<file path="src/rtl/axis_pkt_gen_pkg.sv">
// axis_pkt_gen_pkg: shared FSM state type, beat geometry constants and length helpers for axis_pkt_gen
package axis_pkt_gen_pkg;
    typedef enum logic [1:0] {IDLE, SEND, GAP} state_e;
    localparam int BYTES_PER_BEAT = 32;
    localparam int LANES = 8;
    // Byte mask of a last beat holding rem valid bytes; rem == 0 means a full beat.
    function automatic logic [31:0] keep_from_len(input logic [4:0] rem);
        return (rem == 5'd0) ? '1 : (32'd1 << rem) - 32'd1;
    endfunction
    function automatic logic [31:0] beats_from_len(input logic [31:0] len);
        return (len + 32'(BYTES_PER_BEAT - 1)) / 32'(BYTES_PER_BEAT);
    endfunction
endpackage

</file>
<file path="src/rtl/axis_pkt_gen.sv">
// axis_pkt_gen: AXI4-Stream packet generator with programmable length, count and inter-packet gap
// Ports: ACLK/ARESETN clock and async active-low reset; START/STOP run control;
//        PKT_LEN/PKT_CNT/IFG run configuration latched at START; BUSY/DONE run status;
//        M_AXIS_* stream master; TX_PKTS/TX_BYTES statistics.
// Build option: define AXIS_PKT_GEN_STATS_EN to enable TX_PKTS/TX_BYTES, otherwise they read 0.
module axis_pkt_gen
    import axis_pkt_gen_pkg::*;
#(
    parameter int DATA_W = 256,
    parameter int KEEP_W = 32,
    parameter int LEN_W  = 16
) (
    input  logic              ACLK,
    input  logic              ARESETN,
    input  logic              START,
    input  logic              STOP,
    input  logic [LEN_W-1:0]  PKT_LEN,
    input  logic [31:0]       PKT_CNT,
    input  logic [7:0]        IFG,
    output logic              BUSY,
    output logic              DONE,
    output logic [DATA_W-1:0] M_AXIS_TDATA,
    output logic              M_AXIS_TVALID,
    input  logic              M_AXIS_TREADY,
    output logic              M_AXIS_TLAST,
    output logic [KEEP_W-1:0] M_AXIS_TKEEP,
    output logic [31:0]       TX_PKTS,
    output logic [47:0]       TX_BYTES
);
    localparam int B_W = LEN_W - 5;
    state_e            state_q;
    logic [B_W-1:0]    b_q, last_b_q;
    logic [KEEP_W-1:0] keep_last_q;
    logic [31:0]       cnt_q, seq_q;
    logic [7:0]        ifg_q, gap_q;
    logic              stop_q, busy_q, done_q;
    logic [LEN_W-1:0]  len_eff;
    logic [DATA_W-1:0] pat;
    logic              send, last, acc, fin;

    assign len_eff = (PKT_LEN == '0) ? LEN_W'(1) : PKT_LEN;
    assign send    = state_q == SEND;
    assign last    = b_q == last_b_q;
    assign acc     = send & M_AXIS_TREADY;
    // STOP in the same cycle as the last handshake still ends the run after this packet.
    assign fin     = (cnt_q != 32'd0 && seq_q + 32'd1 == cnt_q) || stop_q || STOP;

    for (genvar i = 0; i < LANES; i++) begin : g_lane
        assign pat[i*32 +: 32] = {seq_q[15:0], 16'({b_q, 3'b000}) + 16'(i)};
    end

    always_ff @(posedge ACLK or negedge ARESETN) begin
        if (!ARESETN) begin
            state_q     <= IDLE;
            b_q         <= '0;
            last_b_q    <= '0;
            keep_last_q <= '0;
            cnt_q       <= '0;
            seq_q       <= '0;
            ifg_q       <= '0;
            gap_q       <= '0;
            stop_q      <= 1'b0;
            busy_q      <= 1'b0;
            done_q      <= 1'b0;
        end else begin
            done_q <= 1'b0;
            case (state_q)
                IDLE: if (START) begin
                    state_q     <= SEND;
                    last_b_q    <= B_W'(beats_from_len(32'(len_eff)) - 32'd1);
                    keep_last_q <= KEEP_W'(keep_from_len(len_eff[4:0]));
                    cnt_q       <= PKT_CNT;
                    ifg_q       <= IFG;
                    seq_q       <= '0;
                    b_q         <= '0;
                    stop_q      <= 1'b0;
                    busy_q      <= 1'b1;
                end
                SEND: begin
                    if (STOP) stop_q <= 1'b1;
                    if (acc) begin
                        b_q <= last ? '0 : b_q + 1'b1;
                        if (last) begin
                            seq_q <= seq_q + 32'd1;
                            if (fin) begin
                                state_q <= IDLE;
                                busy_q  <= 1'b0;
                                done_q  <= 1'b1;
                            end else if (ifg_q != 8'd0) begin
                                state_q <= GAP;
                                gap_q   <= ifg_q;
                            end
                        end
                    end
                end
                GAP: begin
                    if (STOP) begin
                        state_q <= IDLE;
                        busy_q  <= 1'b0;
                        done_q  <= 1'b1;
                    end else if (gap_q == 8'd1) begin
                        state_q <= SEND;
                    end else begin
                        gap_q <= gap_q - 8'd1;
                    end
                end
                default: state_q <= IDLE;
            endcase
        end
    end

    // Outputs are forced to zero outside SEND so reset and idle present an all-zero bus.
    assign M_AXIS_TVALID = send;
    assign M_AXIS_TLAST  = send & last;
    assign M_AXIS_TKEEP  = send ? (last ? keep_last_q : '1) : '0;
    assign M_AXIS_TDATA  = send ? pat : '0;
    assign BUSY          = busy_q;
    assign DONE          = done_q;

`ifdef AXIS_PKT_GEN_STATS_EN
    logic [31:0] pkts_q;
    logic [47:0] bytes_q;
    always_ff @(posedge ACLK or negedge ARESETN) begin
        if (!ARESETN) begin
            pkts_q  <= '0;
            bytes_q <= '0;
        end else if (state_q == IDLE && START) begin
            pkts_q  <= '0;
            bytes_q <= '0;
        end else if (acc) begin
            pkts_q  <= pkts_q + {31'd0, M_AXIS_TLAST};
            bytes_q <= bytes_q + 48'($countones(M_AXIS_TKEEP));
        end
    end
    assign TX_PKTS  = pkts_q;
    assign TX_BYTES = bytes_q;
`else
    assign TX_PKTS  = '0;
    assign TX_BYTES = '0;
`endif
endmodule

</file>
<file path="config.mk">
export PLATFORM = sky130hd
export DESIGN_NAME = axis_pkt_gen
export DESIGN_NICKNAME = d
export VERILOG_FILES = /design/src/rtl/axis_pkt_gen_pkg.sv /design/src/rtl/axis_pkt_gen.sv
export SDC_FILE = /design/constraint.sdc
export NUM_CORES = 1
export LEC_CHECK = 0
export CORE_MARGIN = 4
export CORE_UTILIZATION = 40
export DETAILED_ROUTE_END_ITERATION = 16
export DONT_BUFFER_PORTS = 1
export PLACE_DENSITY = 0.53
export SYNTH_ARGS = -nofsm -noshare
export SYNTH_HDL_FRONTEND = slang
export SYNTH_SLANG_ARGS = --single-unit
</file>
<file path="constraint.sdc">
create_clock -name ACLK -period 5.83 [get_ports ACLK]
set_input_delay 0.583 -clock ACLK [delete_from_list [all_inputs] [get_ports ACLK]]
set_output_delay 0.583 -clock ACLK [all_outputs]
set_load 0.005 [all_outputs]
</file>
==> impl_metrics.tcl <==
set metrics [dict create \
    status "completed" \
    power_uw 4050 \
    clk_latency_ns 0.43 \
    ctsRootBufferMaster "clkbuf_16" \
    place_ws_ns 1.94 \
    finalCritPeriodShare 0.612 \
    synth_compound_area_frac 0.119 \
    setup-violations-final 0 \
    die-area_mm2 0.0301 \
    drt_iter0_drc 415 \
    dp.cells 1464 \
    num_io_pins 433 \
    numPortBuffers 0 \
    initial_core_util 0.406 \
    stdcell_count 1497 \
    yosysSeqAreaShare 0.318 \
    die_w_um 173 \
    p_per_area_mw_per_mm2 412 \
    synthAdderAreaFrac 0.0114 \
    synth_cell_type_count 75 \
    slew_headroom 0.319 \
    synth_xor_xnor_area_share 0.0600 \
    final_common_cell "nand2_1" \
    die_h_um 173 \
    synth_area_leaders "dfrtp_1, buf_4, nand2_1, nor2_1, o21ai_0" \
    path_cells "ha_1 > and3_1 > nand2_1 > nor3_1 > a21boi_0 > nand4_1 > nor4b_1 > a21oi_2 > mux2_2" \
    vdd_drop_max_mv 0.161 \
    grt_pass1_wl_um 44600 \
    viasPerCell 5.28 \
    leakagePower_uw 0.00432 \
    drv_cap 0 \
    htreeDepth 4 \
    clkTransAtPathRegs_ns 0.07 \
    rsz0062_at_grt "false" \
    reg2regPathDepth 9 \
    gp_congestion 0.875 \
    dr.pass1.iters 5 \
    placement_rows 60 \
    tns_ns 0 \
    hold_buffers 1 \
    coreArea_mm2 0.0270 \
    antenna_found_initial 0 \
    skew_ns 0.0130 \
    synth.area.mux_share 0.00937 \
    drive_gt1_frac 0.0545 \
    drc_errors 0 \
    wl_per_cell_um 18.8 \
    final_max_slew_viol_count 0 \
    start_kind "flop" \
    final_cell_mix "nand2_1, dfrtp_1, nor2_1, conb_1, o21ai_0" \
    grt_overflow 0 \
    grt_max_degree 140 \
    cts_tree "built" \
    synthSimpleGateAreaFrac 0.235 \
    synth_top_area_frac 0.318 \
    critPathKind "flop to flop" \
    mappedNetlistArea_mm2 0.0110 \
    clockBufferDepth 2 \
    via_count 7901 \
    cts_resized 0 \
    synth-seq-cells 139 \
    dpl_cell_area_mm2 0.00923 \
    synthCells 1390 \
    dp_hpwl_um 20300 \
    worstHoldPathType "primary input to async pin" \
    fill_cells 2800 \
    postCtsSetupBuffers 0 \
    synth_top_family_by_area "buffers and inverters" \
    synth_top_area_cell "dfrtp_1" \
    first_global_vias 7403 \
    cts_made_buffers 17 \
    yosys_warnings 0 \
    syn_to_final_growth_pct -10.2 \
    worst_ep_required_time_ns 6.14 \
    fin_nets 1214 \
    tightest_slew_ns 1.02 \
    arrival_ns 3.87 \
    async_flop_share 1.00 \
    cp_max_fo 18 \
    antenna_cells 0 \
    final_hold_viol_count 0 \
    syn_avg_cell_area_um2 7.88 \
    synth_edf_count 0 \
    fin_ws_ns 2.26 \
    final_antenna_net_count 0 \
    slowest_delay_ns 0.66 \
    cts_sinks 139 \
    endpoint_kind "flop" \
    grt.total_usage 0.183 \
    fmax_mhz 280 \
    wl_um 28200 \
    design_area_mm2 0.00983 \
    cp_slowest_cell "a21oi_2" \
    period_minus_slack_ns 3.57 \
    synthFlopType "dfrtp_1" \
]
-- report_power, final --
part           total, uW  internal [uW]  switching (uW)
combinational       1380            494             881
clock               1100            604             491
sequential          1580           1280             304
-- flip-flops by register name, indices dropped and copies added (netlist names) --
name / cells
stop_q: 1
b_q: 11
keep_last_q: 32
ifg_q: 8
DONE: 1
seq_q: 32
state_q: 2
BUSY: 1
cnt_q: 32
last_b_q: 11
gap_q: 8
-- kinds of logic after synthesis --
kind of cell	Yosys count
multiplexers	10
other	1
AO/OA/AOI/OAI	209
buffers and inverters	407
XOR/XNOR	75
flip-flops	139
adder cells (fa/ha/maj)	10
AND/OR/NAND/NOR	539
-- metal layers --
layer	global-route usage	part of all wire	vias up
met4	0.0419	0.011	0
met5	0	0	-
met3	0.0366	0.065	24
li1	-	-	3761
met1	0.258	0.46	3817
met2	0.291	0.47	299
-- through the flow --
stage / hold WS, ns / util
2_1_floorplan: 0.287 / -
3_3_place_gp: 0.296 / 0.342
3_5_place_dp: 0.297 / 0.342
4_1_cts: 0.182 / 0.365
5_1_grt: 0.211 / 0.365
6_report: 0.141 / 0.365
-- cell usage after synthesis, drive strengths merged (3+ instances only) --
cell     number
buf         322
or2           3
and4          8
inv          27
nand2b        4
or3           9
xnor2        43
nor2b         8
a31oi        20
a22o          3
dfrtp       139
nand3        39
a21oi        29
nor4         25
o21a          3
xor2         32
nor3         18
o211ai        4
o21ai        88
a41oi         3
nand4        23
and3         11
o41ai         3
nand2       216
mux2i         8
o2111ai       5
o31ai        12
a211oi        4
and2         32
nor3b         3
clkbuf       58
nand3b       10
nor2        125
o221ai        3
a21boi        3
a21o          6
o22ai         5
ha           10
-- area by class of cell --
| cell class | instances | area (um^2) | share of cell area |
|---|---|---|---|
| Multi-Input combinational cell | 951 | 5170 | 0.526 |
| Sequential cell | 139 | 3480 | 0.354 |
| Tap cell | 341 | 427 | 0.0434 |
| Clock buffer | 17 | 425 | 0.0433 |
| Clock inverter | 15 | 155 | 0.0158 |
| Inverter | 27 | 101 | 0.0103 |
| Timing Repair Buffer | 7 | 72.6 | 0.00738 |
-- worst max-delay path: cells and delay by family (launching register included) --
kind / cells / cell delay, ns
compound gates: 2 / 0.84
fa+ha+maj: 1 / 0.30
flops: 1 / 0.49
mux: 1 / 0.41
simple gates: 5 / 1.40
-- final timing paths --
| kind | startpoint | endpoint | slack [ns] |
|---|---|---|---|
| worst min-delay path | ARESETN | cnt_q[11]$_DFFE_PN0P_ | 0.14 |
| worst max register to register | seq_q[0]$_DFFE_PN0P_ | gap_q[7]$_DFFE_PN0P_ | 2.26 |
| max in group asynchronous | ARESETN | seq_q[23]$_DFFE_PN0P_ | 5.14 |
| worst min register to register | keep_last_q[0]$_DFFE_PN0P_ | keep_last_q[0]$_DFFE_PN0P_ | 0.47 |
| min in group ACLK | PKT_CNT[5] | cnt_q[5]$_DFFE_PN0P_ | 0.26 |
| worst max-delay path | seq_q[0]$_DFFE_PN0P_ | gap_q[7]$_DFFE_PN0P_ | 2.26 |
Note: power is estimated with default switching activity, not from simulation.
